`config.mk`:
```
export PLATFORM = sky130hd
export DESIGN_NAME = id_ex_stage_flat
export DESIGN_NICKNAME = d
export VERILOG_FILES = /design/src/rtl/id_ex_stage_pkg.sv /design/src/rtl/id_ex_stage_if.sv /design/src/rtl/id_ex_stage_fwd_mux.sv /design/src/rtl/id_ex_stage.sv /design/src/flat_wrapper.sv
export SDC_FILE = /design/constraint.sdc
export NUM_CORES = 1
export LEC_CHECK = 0
export ABC_AREA = 1
export BUFFER_PORTS_ARGS = -buffer_cell sky130_fd_sc_hd__clkbuf_2
export CAP_MARGIN = 40
export CORE_AREA = 2 2 200 202
export CTS_CLUSTER_SIZE = 30
export DETAILED_ROUTE_END_ITERATION = 7
export DIE_AREA = 0 0 202 204
export SETUP_SLACK_MARGIN = 0.3
export SLEW_MARGIN = 10
export SYNTH_ARGS = -nofsm -noshare
export SYNTH_HDL_FRONTEND = slang
export SYNTH_SLANG_ARGS = --single-unit
```
`constraint.sdc`:
```
create_clock -name clk -period 11.1 [get_ports clk]
set_input_delay 0.555 -clock clk [delete_from_list [all_inputs] [get_ports clk]]
set_output_delay 0.555 -clock clk [all_outputs]
set_load 0.03 [all_outputs]
```
`src/rtl/id_ex_stage_pkg.sv`:
```
// Shared encodings, field layout and the pipeline-register bubble for the ID/EX stage.
// Instruction vectors use ascending [0:N] numbering, so bit 0 is the MSB.
package id_ex_stage_pkg;

    localparam int unsigned INSTR_W = 32;
    localparam int unsigned OP_W    = 6;
    localparam int unsigned REG_W   = 5;
    localparam int unsigned WW_W    = 2;
    localparam int unsigned RINS_W  = 6;
    localparam int unsigned DATA_W  = 64;

    localparam int unsigned OP_POS   = 0;
    localparam int unsigned RD_POS   = 6;
    localparam int unsigned RA_POS   = 11;
    localparam int unsigned RB_POS   = 16;
    localparam int unsigned WW_POS   = 24;
    localparam int unsigned RINS_POS = 26;

    typedef logic [0:OP_W-1]   opcode_t;
    typedef logic [0:RINS_W-1] rins_t;
    typedef logic [0:REG_W-1]  reg_t;
    typedef logic [0:WW_W-1]   ww_t;
    typedef logic [0:DATA_W-1] data_t;

    localparam opcode_t OP_R_ALU     = 6'b101010;
    localparam opcode_t OP_LOAD      = 6'b100000;
    localparam opcode_t OP_STORE     = 6'b100001;
    localparam opcode_t OP_BRANCH_EZ = 6'b100010;
    localparam opcode_t OP_BRANCH_NZ = 6'b100011;
    localparam opcode_t OP_NOP       = 6'b111100;

    localparam rins_t R_VNOP = 6'b000000;
    localparam rins_t R_VAND = 6'b000001;
    localparam rins_t R_VOR  = 6'b000010;
    localparam rins_t R_VXOR = 6'b000011;
    localparam rins_t R_VNOT = 6'b000100;
    localparam rins_t R_VMOV = 6'b000101;
    localparam rins_t R_VADD = 6'b000110;
    localparam rins_t R_VSUB = 6'b000111;

    typedef struct packed {
        data_t   a;
        data_t   b;
        opcode_t op;
        rins_t   rins;
        ww_t     ww;
        reg_t    rd;
        logic    wr_en;
        logic    valid;
    } id_ex_t;

    localparam id_ex_t BUBBLE = '{
        a: '0, b: '0, op: OP_NOP, rins: '0, ww: '0, rd: '0, wr_en: 1'b0, valid: 1'b0
    };

    function automatic logic uses_ra(opcode_t op);
        return op inside {OP_R_ALU, OP_LOAD, OP_STORE, OP_BRANCH_EZ, OP_BRANCH_NZ};
    endfunction

    function automatic logic uses_rb(opcode_t op, rins_t rins);
        return ((op == OP_R_ALU) && !(rins inside {R_VNOT, R_VMOV, R_VNOP})) ||
               (op == OP_STORE);
    endfunction

    function automatic logic writes_rd(opcode_t op, rins_t rins);
        return ((op == OP_R_ALU) && (rins != R_VNOP)) || (op == OP_LOAD);
    endfunction

endpackage

```
`src/rtl/id_ex_stage_if.sv`:
```
// Decode-side inputs, forwarding sources and registered ALU-side outputs of the ID/EX stage.
// The stage itself connects through the slave modport; the surrounding pipeline uses master.
interface id_ex_stage_if;
    import id_ex_stage_pkg::*;

    logic [0:INSTR_W-1] if_id_instr;
    logic               if_id_valid;
    data_t              rf_rA_data;
    data_t              rf_rB_data;
    data_t              ex_alu_out;
    logic               exmem_wr_en;
    reg_t               exmem_rd;
    data_t              exmem_data;
    logic               memwb_wr_en;
    reg_t               memwb_rd;
    data_t              memwb_data;
    logic               stall_in;
    logic               flush;

    data_t              rA_64bit_val;
    data_t              rB_64bit_val;
    opcode_t            Op_code;
    rins_t              R_ins;
    ww_t                WW;
    reg_t               ex_rd;
    logic               ex_wr_en;
    logic               ex_valid;
    logic               hazard_stall;

    modport master (
        output if_id_instr, if_id_valid, rf_rA_data, rf_rB_data, ex_alu_out,
               exmem_wr_en, exmem_rd, exmem_data, memwb_wr_en, memwb_rd, memwb_data,
               stall_in, flush,
        input  rA_64bit_val, rB_64bit_val, Op_code, R_ins, WW, ex_rd, ex_wr_en, ex_valid,
               hazard_stall
    );

    modport slave (
        input  if_id_instr, if_id_valid, rf_rA_data, rf_rB_data, ex_alu_out,
               exmem_wr_en, exmem_rd, exmem_data, memwb_wr_en, memwb_rd, memwb_data,
               stall_in, flush,
        output rA_64bit_val, rB_64bit_val, Op_code, R_ins, WW, ex_rd, ex_wr_en, ex_valid,
               hazard_stall
    );

endinterface

```
`src/rtl/id_ex_stage_fwd_mux.sv`:
```
// Priority operand select for one source register: EX, then EX/MEM, then MEM/WB, then the
// register file. An unused operand always takes the register-file value.
module id_ex_stage_fwd_mux
    import id_ex_stage_pkg::*;
(
    input  logic  used_i,
    input  reg_t  src_i,
    input  data_t rf_data_i,
    input  logic  ex_fwd_en_i,
    input  reg_t  ex_rd_i,
    input  data_t ex_data_i,
    input  logic  exmem_wr_en_i,
    input  reg_t  exmem_rd_i,
    input  data_t exmem_data_i,
    input  logic  memwb_wr_en_i,
    input  reg_t  memwb_rd_i,
    input  data_t memwb_data_i,
    output data_t data_o
);

    always_comb begin
        data_o = rf_data_i;
        if (used_i) begin
            if (ex_fwd_en_i && (ex_rd_i == src_i)) begin
                data_o = ex_data_i;
            end else if (exmem_wr_en_i && (exmem_rd_i == src_i)) begin
                data_o = exmem_data_i;
            end else if (memwb_wr_en_i && (memwb_rd_i == src_i)) begin
                data_o = memwb_data_i;
            end
        end
    end

endmodule

```
`src/rtl/id_ex_stage.sv`:
```
// ID/EX pipeline register with operand forwarding and load-use bubble insertion.
// Define FORWARD_EN for forwarding; without it every RAW dependency stalls until write-back.
module id_ex_stage
    import id_ex_stage_pkg::*;
(
    input logic         clk,
    input logic         reset,
    id_ex_stage_if.slave bus
);

    id_ex_t  q_q, q_d;
    opcode_t dec_op;
    rins_t   dec_rins;
    reg_t    dec_rd, dec_ra, dec_rb;
    ww_t     dec_ww;
    logic    use_a, use_b;
    logic    hazard;
    data_t   opnd_a, opnd_b;

    assign dec_op   = bus.if_id_instr[OP_POS +: OP_W];
    assign dec_rd   = bus.if_id_instr[RD_POS +: REG_W];
    assign dec_ra   = bus.if_id_instr[RA_POS +: REG_W];
    assign dec_rb   = bus.if_id_instr[RB_POS +: REG_W];
    assign dec_ww   = bus.if_id_instr[WW_POS +: WW_W];
    assign dec_rins = bus.if_id_instr[RINS_POS +: RINS_W];

    assign use_a = uses_ra(dec_op);
    assign use_b = uses_rb(dec_op, dec_rins);

`ifdef FORWARD_EN
    logic ex_fwd_en;
    logic unused_instr_bits;

    // A LOAD in EX has no data yet, so it never forwards and instead forces a bubble.
    assign ex_fwd_en = q_q.valid && q_q.wr_en && (q_q.op != OP_LOAD);
    assign hazard    = q_q.valid && (q_q.op == OP_LOAD) &&
                       ((use_a && (q_q.rd == dec_ra)) || (use_b && (q_q.rd == dec_rb)));
    assign unused_instr_bits = ^bus.if_id_instr[21:23];

    id_ex_stage_fwd_mux u_fwd_a (
        .used_i        (use_a),
        .src_i         (dec_ra),
        .rf_data_i     (bus.rf_rA_data),
        .ex_fwd_en_i   (ex_fwd_en),
        .ex_rd_i       (q_q.rd),
        .ex_data_i     (bus.ex_alu_out),
        .exmem_wr_en_i (bus.exmem_wr_en),
        .exmem_rd_i    (bus.exmem_rd),
        .exmem_data_i  (bus.exmem_data),
        .memwb_wr_en_i (bus.memwb_wr_en),
        .memwb_rd_i    (bus.memwb_rd),
        .memwb_data_i  (bus.memwb_data),
        .data_o        (opnd_a)
    );

    id_ex_stage_fwd_mux u_fwd_b (
        .used_i        (use_b),
        .src_i         (dec_rb),
        .rf_data_i     (bus.rf_rB_data),
        .ex_fwd_en_i   (ex_fwd_en),
        .ex_rd_i       (q_q.rd),
        .ex_data_i     (bus.ex_alu_out),
        .exmem_wr_en_i (bus.exmem_wr_en),
        .exmem_rd_i    (bus.exmem_rd),
        .exmem_data_i  (bus.exmem_data),
        .memwb_wr_en_i (bus.memwb_wr_en),
        .memwb_rd_i    (bus.memwb_rd),
        .memwb_data_i  (bus.memwb_data),
        .data_o        (opnd_b)
    );
`else
    logic ex_w;
    logic busy_a, busy_b;
    logic unused_data;

    assign ex_w   = q_q.valid && q_q.wr_en;
    assign busy_a = (ex_w && (q_q.rd == dec_ra)) ||
                    (bus.exmem_wr_en && (bus.exmem_rd == dec_ra)) ||
                    (bus.memwb_wr_en && (bus.memwb_rd == dec_ra));
    assign busy_b = (ex_w && (q_q.rd == dec_rb)) ||
                    (bus.exmem_wr_en && (bus.exmem_rd == dec_rb)) ||
                    (bus.memwb_wr_en && (bus.memwb_rd == dec_rb));
    assign hazard = (use_a && busy_a) || (use_b && busy_b);
    assign opnd_a = bus.rf_rA_data;
    assign opnd_b = bus.rf_rB_data;
    assign unused_data = ^{bus.ex_alu_out, bus.exmem_data, bus.memwb_data,
                           bus.if_id_instr[21:23]};
`endif

    always_comb begin
        q_d = q_q;
        if (!bus.stall_in) begin
            if (bus.flush || hazard || !bus.if_id_valid) begin
                q_d = BUBBLE;
            end else begin
                q_d = '{
                    a:     opnd_a,
                    b:     opnd_b,
                    op:    dec_op,
                    rins:  dec_rins,
                    ww:    dec_ww,
                    rd:    dec_rd,
                    wr_en: writes_rd(dec_op, dec_rins),
                    valid: 1'b1
                };
            end
        end
    end

    always_ff @(posedge clk or posedge reset) begin
        if (reset) begin
            q_q <= BUBBLE;
        end else begin
            q_q <= q_d;
        end
    end

    assign bus.rA_64bit_val = q_q.a;
    assign bus.rB_64bit_val = q_q.b;
    assign bus.Op_code      = q_q.op;
    assign bus.R_ins        = q_q.rins;
    assign bus.WW           = q_q.ww;
    assign bus.ex_rd        = q_q.rd;
    assign bus.ex_wr_en     = q_q.wr_en;
    assign bus.ex_valid     = q_q.valid;
    assign bus.hazard_stall = hazard;

endmodule

```
`src/flat_wrapper.sv`:
```
// flat-port wrapper written by rule: the top's interface ports become plain ports
module id_ex_stage_flat import id_ex_stage_pkg::*;
  (clk, reset, bus_if_id_instr, bus_if_id_valid, bus_rf_rA_data, bus_rf_rB_data, bus_ex_alu_out, bus_exmem_wr_en, bus_exmem_rd, bus_exmem_data, bus_memwb_wr_en, bus_memwb_rd, bus_memwb_data, bus_stall_in, bus_flush, bus_rA_64bit_val, bus_rB_64bit_val, bus_Op_code, bus_R_ins, bus_WW, bus_ex_rd, bus_ex_wr_en, bus_ex_valid, bus_hazard_stall);
  id_ex_stage_if bus_i ();
  input logic clk;
  input logic reset;
  input wire logic [$bits(bus_i.if_id_instr)-1:0] bus_if_id_instr;
  input wire logic [$bits(bus_i.if_id_valid)-1:0] bus_if_id_valid;
  input wire logic [$bits(bus_i.rf_rA_data)-1:0] bus_rf_rA_data;
  input wire logic [$bits(bus_i.rf_rB_data)-1:0] bus_rf_rB_data;
  input wire logic [$bits(bus_i.ex_alu_out)-1:0] bus_ex_alu_out;
  input wire logic [$bits(bus_i.exmem_wr_en)-1:0] bus_exmem_wr_en;
  input wire logic [$bits(bus_i.exmem_rd)-1:0] bus_exmem_rd;
  input wire logic [$bits(bus_i.exmem_data)-1:0] bus_exmem_data;
  input wire logic [$bits(bus_i.memwb_wr_en)-1:0] bus_memwb_wr_en;
  input wire logic [$bits(bus_i.memwb_rd)-1:0] bus_memwb_rd;
  input wire logic [$bits(bus_i.memwb_data)-1:0] bus_memwb_data;
  input wire logic [$bits(bus_i.stall_in)-1:0] bus_stall_in;
  input wire logic [$bits(bus_i.flush)-1:0] bus_flush;
  output wire logic [$bits(bus_i.rA_64bit_val)-1:0] bus_rA_64bit_val;
  output wire logic [$bits(bus_i.rB_64bit_val)-1:0] bus_rB_64bit_val;
  output wire logic [$bits(bus_i.Op_code)-1:0] bus_Op_code;
  output wire logic [$bits(bus_i.R_ins)-1:0] bus_R_ins;
  output wire logic [$bits(bus_i.WW)-1:0] bus_WW;
  output wire logic [$bits(bus_i.ex_rd)-1:0] bus_ex_rd;
  output wire logic [$bits(bus_i.ex_wr_en)-1:0] bus_ex_wr_en;
  output wire logic [$bits(bus_i.ex_valid)-1:0] bus_ex_valid;
  output wire logic [$bits(bus_i.hazard_stall)-1:0] bus_hazard_stall;
  assign bus_i.if_id_instr = bus_if_id_instr;
  assign bus_i.if_id_valid = bus_if_id_valid;
  assign bus_i.rf_rA_data = bus_rf_rA_data;
  assign bus_i.rf_rB_data = bus_rf_rB_data;
  assign bus_i.ex_alu_out = bus_ex_alu_out;
  assign bus_i.exmem_wr_en = bus_exmem_wr_en;
  assign bus_i.exmem_rd = bus_exmem_rd;
  assign bus_i.exmem_data = bus_exmem_data;
  assign bus_i.memwb_wr_en = bus_memwb_wr_en;
  assign bus_i.memwb_rd = bus_memwb_rd;
  assign bus_i.memwb_data = bus_memwb_data;
  assign bus_i.stall_in = bus_stall_in;
  assign bus_i.flush = bus_flush;
  assign bus_rA_64bit_val = bus_i.rA_64bit_val;
  assign bus_rB_64bit_val = bus_i.rB_64bit_val;
  assign bus_Op_code = bus_i.Op_code;
  assign bus_R_ins = bus_i.R_ins;
  assign bus_WW = bus_i.WW;
  assign bus_ex_rd = bus_i.ex_rd;
  assign bus_ex_wr_en = bus_i.ex_wr_en;
  assign bus_ex_valid = bus_i.ex_valid;
  assign bus_hazard_stall = bus_i.hazard_stall;
  id_ex_stage u_core (.clk(clk), .reset(reset), .bus(bus_i));
endmodule
```
======== Word-level counts from Yosys, hierarchy flattened ========
Cells that the tools add are included.
cells by class
  equality and inequality tests ........... 13
  muxes and demuxes ....................... 1
  reductions and logical operators ........ 26
operators with widths
  operator              number
  $mux W149             1
  $eq A5 B5 Y1          6
  $eq A6 B6 Y1 const B  5
  $eq A6 B3 Y1 const B  2
  $logic_and A1 B1 Y1   11
  $logic_or A1 B1 Y1    9
  $logic_not A6 Y1      1
  $reduce_bool A6 Y1    1
  $reduce_bool A5 Y1    1
  $reduce_bool A3 Y1    1
  $logic_not A1 Y1      2
word-level totals
  register bits ........................... 149
  bits of input ports ..................... 369

======== Longest topological paths before layout ========
  depth in word-level cells ............... 10
  mapped depth ............................ 12
  mapped depth without buffers ............ 10

======== Worst setup path after synthesis ========
Ideal clock, no wire load.
  kind .................................... in2out
  start ................................... input port bus_if_id_instr[30]
  end ..................................... output port bus_hazard_stall
  arrival ................................. 1.300 ns
  path slack .............................. 9.245 ns
  stages on the path ...................... 7
  path buffers ............................ 0
  cell sequence ........................... inv_1 nand2_1 nor2_1 nand3_1 o21ai_1 nand2_2 nand2_1
between the ends
  cells in the longest elaborated chain, start to end .. 5
ends and longest elaborated chain
  item                                                                  line                RTL
  start: declaration                                                    flat_wrapper.sv:7   input wire logic [$bits(bus_i.if_id_instr)-1:0] bus_if_id_instr;
  parallel branches: the longest is 4 deep, another holds $eq A6 B6 Y1  --
  $logic_or A1 B1 Y1 *                                                  id_ex_stage.sv:83   assign hazard = (use_a && busy_a) || (use_b && busy_b);
  end: declaration                                                      flat_wrapper.sv:28  output wire logic [$bits(bus_i.hazard_stall)-1:0] bus_hazard_stall;
Mark *: on every way between the ends.

======== Worst setup path after layout ========
  start ................................... register u_core.q_q (netlist bit u_core.bus.ex_valid)
  end ..................................... output port bus_hazard_stall
between the ends
  cells in the longest elaborated chain, start to end .. 6
ends and longest elaborated chain
  item                                    line                                  RTL
  start: declaration                      id_ex_stage.sv:11                     id_ex_t q_q, q_d;
  start signal: assignment                id_ex_stage.sv:114                    q_q <= q_d;
  $logic_and A1 B1 Y1 *                   id_ex_stage.sv:76                     assign ex_w = q_q.valid && q_q.wr_en;
  $logic_and A1 B1 Y1 (on tied branches)  id_ex_stage.sv:77, id_ex_stage.sv:80
  $logic_or A1 B1 Y1 (on tied branches)   id_ex_stage.sv:77, id_ex_stage.sv:80
  $logic_or A1 B1 Y1 (on tied branches)   id_ex_stage.sv:78, id_ex_stage.sv:81
  $logic_and A1 B1 Y1                     id_ex_stage.sv:83
  $logic_or A1 B1 Y1 *                    id_ex_stage.sv:83
Mark *: on every way between the ends. The rest lies on a longest branch, timed or not.

==> reports/metrics.csv <==
stage;metric;value;unit
status;status;finished clean;
yosys;synthAdderAreaFrac;0;%
worst_setup_path;path_cells;nand2_1 -> inv_1 -> o21ai_1 -> nor2_1 -> nand3_2 -> nand3_2 -> nand2_2 -> nand2_1 -> clkbuf_2;
cells_and_area;final_cells;1638;
pwr;p_per_area;147.8;nW/um2
pwr;internal_power;0.001007;W
yosys;synthFlopType;dfrtp_1;
worst_setup_path;startpoint;u_core.bus.ex_valid;
timing;slew_headroom;51.82;%
pwr;clkPwrFrac;42.7;%
timing;max_freq;421.0;MHz
cts;cts_tree;built;
drt;first_pass_iters;4;
floorplanning;initial_core_util;17.79;%
floorplanning;rows;73;
worst_setup_path;cp.arrival;1.82;ns
drt;viasPerCell;3.676;
timing;setup_tns;0;ns
floorplanning;die-area;41210;um2
timing;rsz0062_at_grt;no;
yosys;synth.area.top_cells;dfrtp_1 (52%), o21ai_2 (13%), nand2_1 (12%);
cts;clkSinkCount;149;
cts;cts_max_level;4;
placed_design;hpwl;15.98;mm
yosys;synth-simple-area-share;16.10;%
placed_design;port_buffers;323;
yosys;synthCells;783;
pwr;peakVddDrop;0.0001043;V
worst_setup_path;reg2reg_to;u_core.bus.rA_64bit_val[25];
yosys;ys_seq_elements;149;
drt;vias;6021;
worst_setup_path;cp_max_fo;3;
floorplanning;core_area;39180;um2
cts;hold_buffers;0;
cells_and_area;antenna_cells;0;
pwr;p_comb_share;15.9;%
floorplanning;io_pins;519;
cells_and_area;drive_gt1_share;44.12;%
pwr;total_power;0.001431;W
grt;grt_usage;10.34;%
pwr;seqPwrFrac;41.4;%
yosys;synth-xor-area-share;0.1257;%
timing;min_period;2.375;ns
timing;final-hold-violation-count;0;
yosys;synth_area_per_cell;8.902;um2
grt;grt_pass1_wl;32.31;mm
timing;fin_crit_sh;21.40;%
grt;grt_max_degree;64;
yosys;synth-edff-count;0;
yosys;async_reset_ff_share;100.0;%
floorplanning;die-height;204;um
worst_setup_path;crit_slowest_cell;dfrtp_1;
yosys;ys_seq_area_share;53.56;%
yosys;yosys_warnings;0;
cells_and_area;area_delta_synth_final;38.92;%
drt;ant_nets;0;
yosys;yosysTopAreaCellShare;52.06;%
grt;grt.overflow.total;0;
timing;setup_viol;0;
worst_setup_path;worstSetupEndpointType;output pin;
worst_setup_path;r2r-start;u_core.bus.ex_valid;
timing;tightest_slew;0.7227;ns
worst_setup_path;critical-path-max-stage-delay;0.45;ns
yosys;synth_compound_area_share;16.39;%
cts;ctsResizeCount;0;
yosys;synth_area;6970;um2
timing;skew;0.01457;ns
pwr;p_leak;5.525;nW
worst_setup_path;crit_type;reg -> out;
drt;drc;0;
cts;insertion_delay;0.45;ns
drt;drt_iter0_drc;279;
yosys;yosys.cell_types.count;24;
drt;avgRoutedWirePerCell;12.89;um
worst_setup_path;critical_path_required;10.55;ns
worst_setup_path;cp.depth;9;
cells_and_area;fill_cells;4278;
yosys;muxShareOfSynthArea;0;%
hold_path;hp-class;in -> async;
pwr;switching_power;0.0004244;W
worst_setup_path;reg2reg_depth;11;
drt;drt-total-wl;21.11;mm
yosys;synth_most_common_cell;nand2_1;
pwr;netSwitchingFraction;29.65;%
timing;finalMaxSlewViolations;0;
yosys;synth_nets;1152;
cts;cts_buffers;17;
grt;grt_pass1_vias;5908;
floorplanning;die_x;202;um
cts;clk_pin_slew;0.07;ns
cts;clock_path_buffers;2;
worst_setup_path;r2r_slack;8.77;ns
cells_and_area;final_nets;1470;
worst_setup_path;cp_top_family;simple AND/OR/NAND/NOR gates;
yosys;synth_top_family_by_area;compound AO/OA/AOI/OAI gates;
worst_setup_path;path_buf_inv;2;
grt;antenna_found_initial;2;
cts;cts_root_buffer;clkbuf_16;
worst_setup_path;start_kind;flip-flop;
placed_design;place.gp.congestion;0.8568;
placed_design;dp.cells;1607;
flow_run;max_cap_violations;0;
cts;postCtsSetupBuffers;0;
yosys;synthTopCellsByCount;nand2_1 (221), inv_1 (165), dfrtp_1 (145);
yosys;synth_top_cell_by_area;dfrtp_1;
## power groups by stage
stage / clock [W] / combinational, W / sequential [W]
floorplan: 0 / 0.0000832 / 0.000661
global placement: 0 / 0.000226 / 0.000601
detailed placement: 0 / 0.000232 / 0.000602
CTS: 0.000641 / 0.000233 / 0.000592
global route: 0.000660 / 0.000249 / 0.000596
finish: 0.000611 / 0.000228 / 0.000592
## cells in the final DEF, fill, tap and decap left out
cell type,netlist,routed
dfstp_2,4,4
nand3_4,1,1
clkinv_2,0,1
nor3_2,1,1
nor3b_1,1,1
buf_4,0,5
nor3_1,1,1
dfrtp_1,145,145
buf_16,0,4
o21ai_0,39,39
clkbuf_2,0,322
clkbuf_16,0,17
a31oi_1,1,1
inv_2,7,7
o21ai_1,10,10
inv_1,165,164
o21ai_2,100,100
a21oi_1,3,3
nor2_2,9,9
bufinv_16,0,3
inv_6,0,5
clkbuf_8,0,1
nand2_1,221,221
clkinvlp_4,0,3
nand3_2,4,4
clkinv_4,0,2
nand3_1,7,7
nand2_2,2,2
nor2_1,29,29
xor2_1,1,1
## metrics by stage
stage                     cell area (um2)  hold WS [ns]  utilization, %  setup WS (ns)
after CTS                            9683        0.1063           24.71          8.656
after floorplan                      6970        0.5868               -          6.544
final                                9683        0.1195           24.71          8.725
after global routing                 9683        0.1351           24.71          8.503
after global placement               8964        0.4642           22.88          8.124
after detailed placement             9074        0.4674           23.16          8.301
## per-layer routing
layer  global-route usage [%]  wire length [um]  vias up
li1                         -                 -     2972
met1                    12.10              9040     2750
met2                    16.15              9518      270
met3                    4.688              2041       25
met4                    4.884               482        4
met5                        0                27        -
## cell families after synthesis
| kind of cell | count (synthesis) |
|---|---|
| AO/OA/AOI/OAI | 153 |
| XOR/XNOR | 1 |
| flip-flops | 149 |
| AND/OR/NAND/NOR | 276 |
| buffers and inverters | 204 |
## state kept, by name (all words and copies together), names as in the netlist
name / flops
u_core.bus.Op_code: 6
u_core.bus.R_ins: 6
u_core.bus.WW: 2
u_core.bus.ex_rd: 5
u_core.bus.ex_valid: 1
u_core.bus.ex_wr_en: 1
u_core.bus.rA_64bit_val: 64
u_core.bus.rB_64bit_val: 64
## worst max path at each step
stage                                       end
floorplan                 u_core.bus.Op_code[0]
global placement            u_core.bus.R_ins[3]
detailed placement  u_core.bus.rA_64bit_val[22]
CTS                            bus_hazard_stall
global route        u_core.bus.rA_64bit_val[22]
finish                         bus_hazard_stall
## area by class of cell
class	instances	area [um2]	share of cell area, %
Clock buffer	18	439.2	4.535
Clock inverter	13	170.2	1.757
Inverter	172	650.6	6.719
Multi-Input combinational cell	430	2273	23.48
Sequential cell	149	3734	38.56
Tap cell	525	656.9	6.784
Timing Repair Buffer	331	1759	18.17
(Power assumes the default switching activity.)
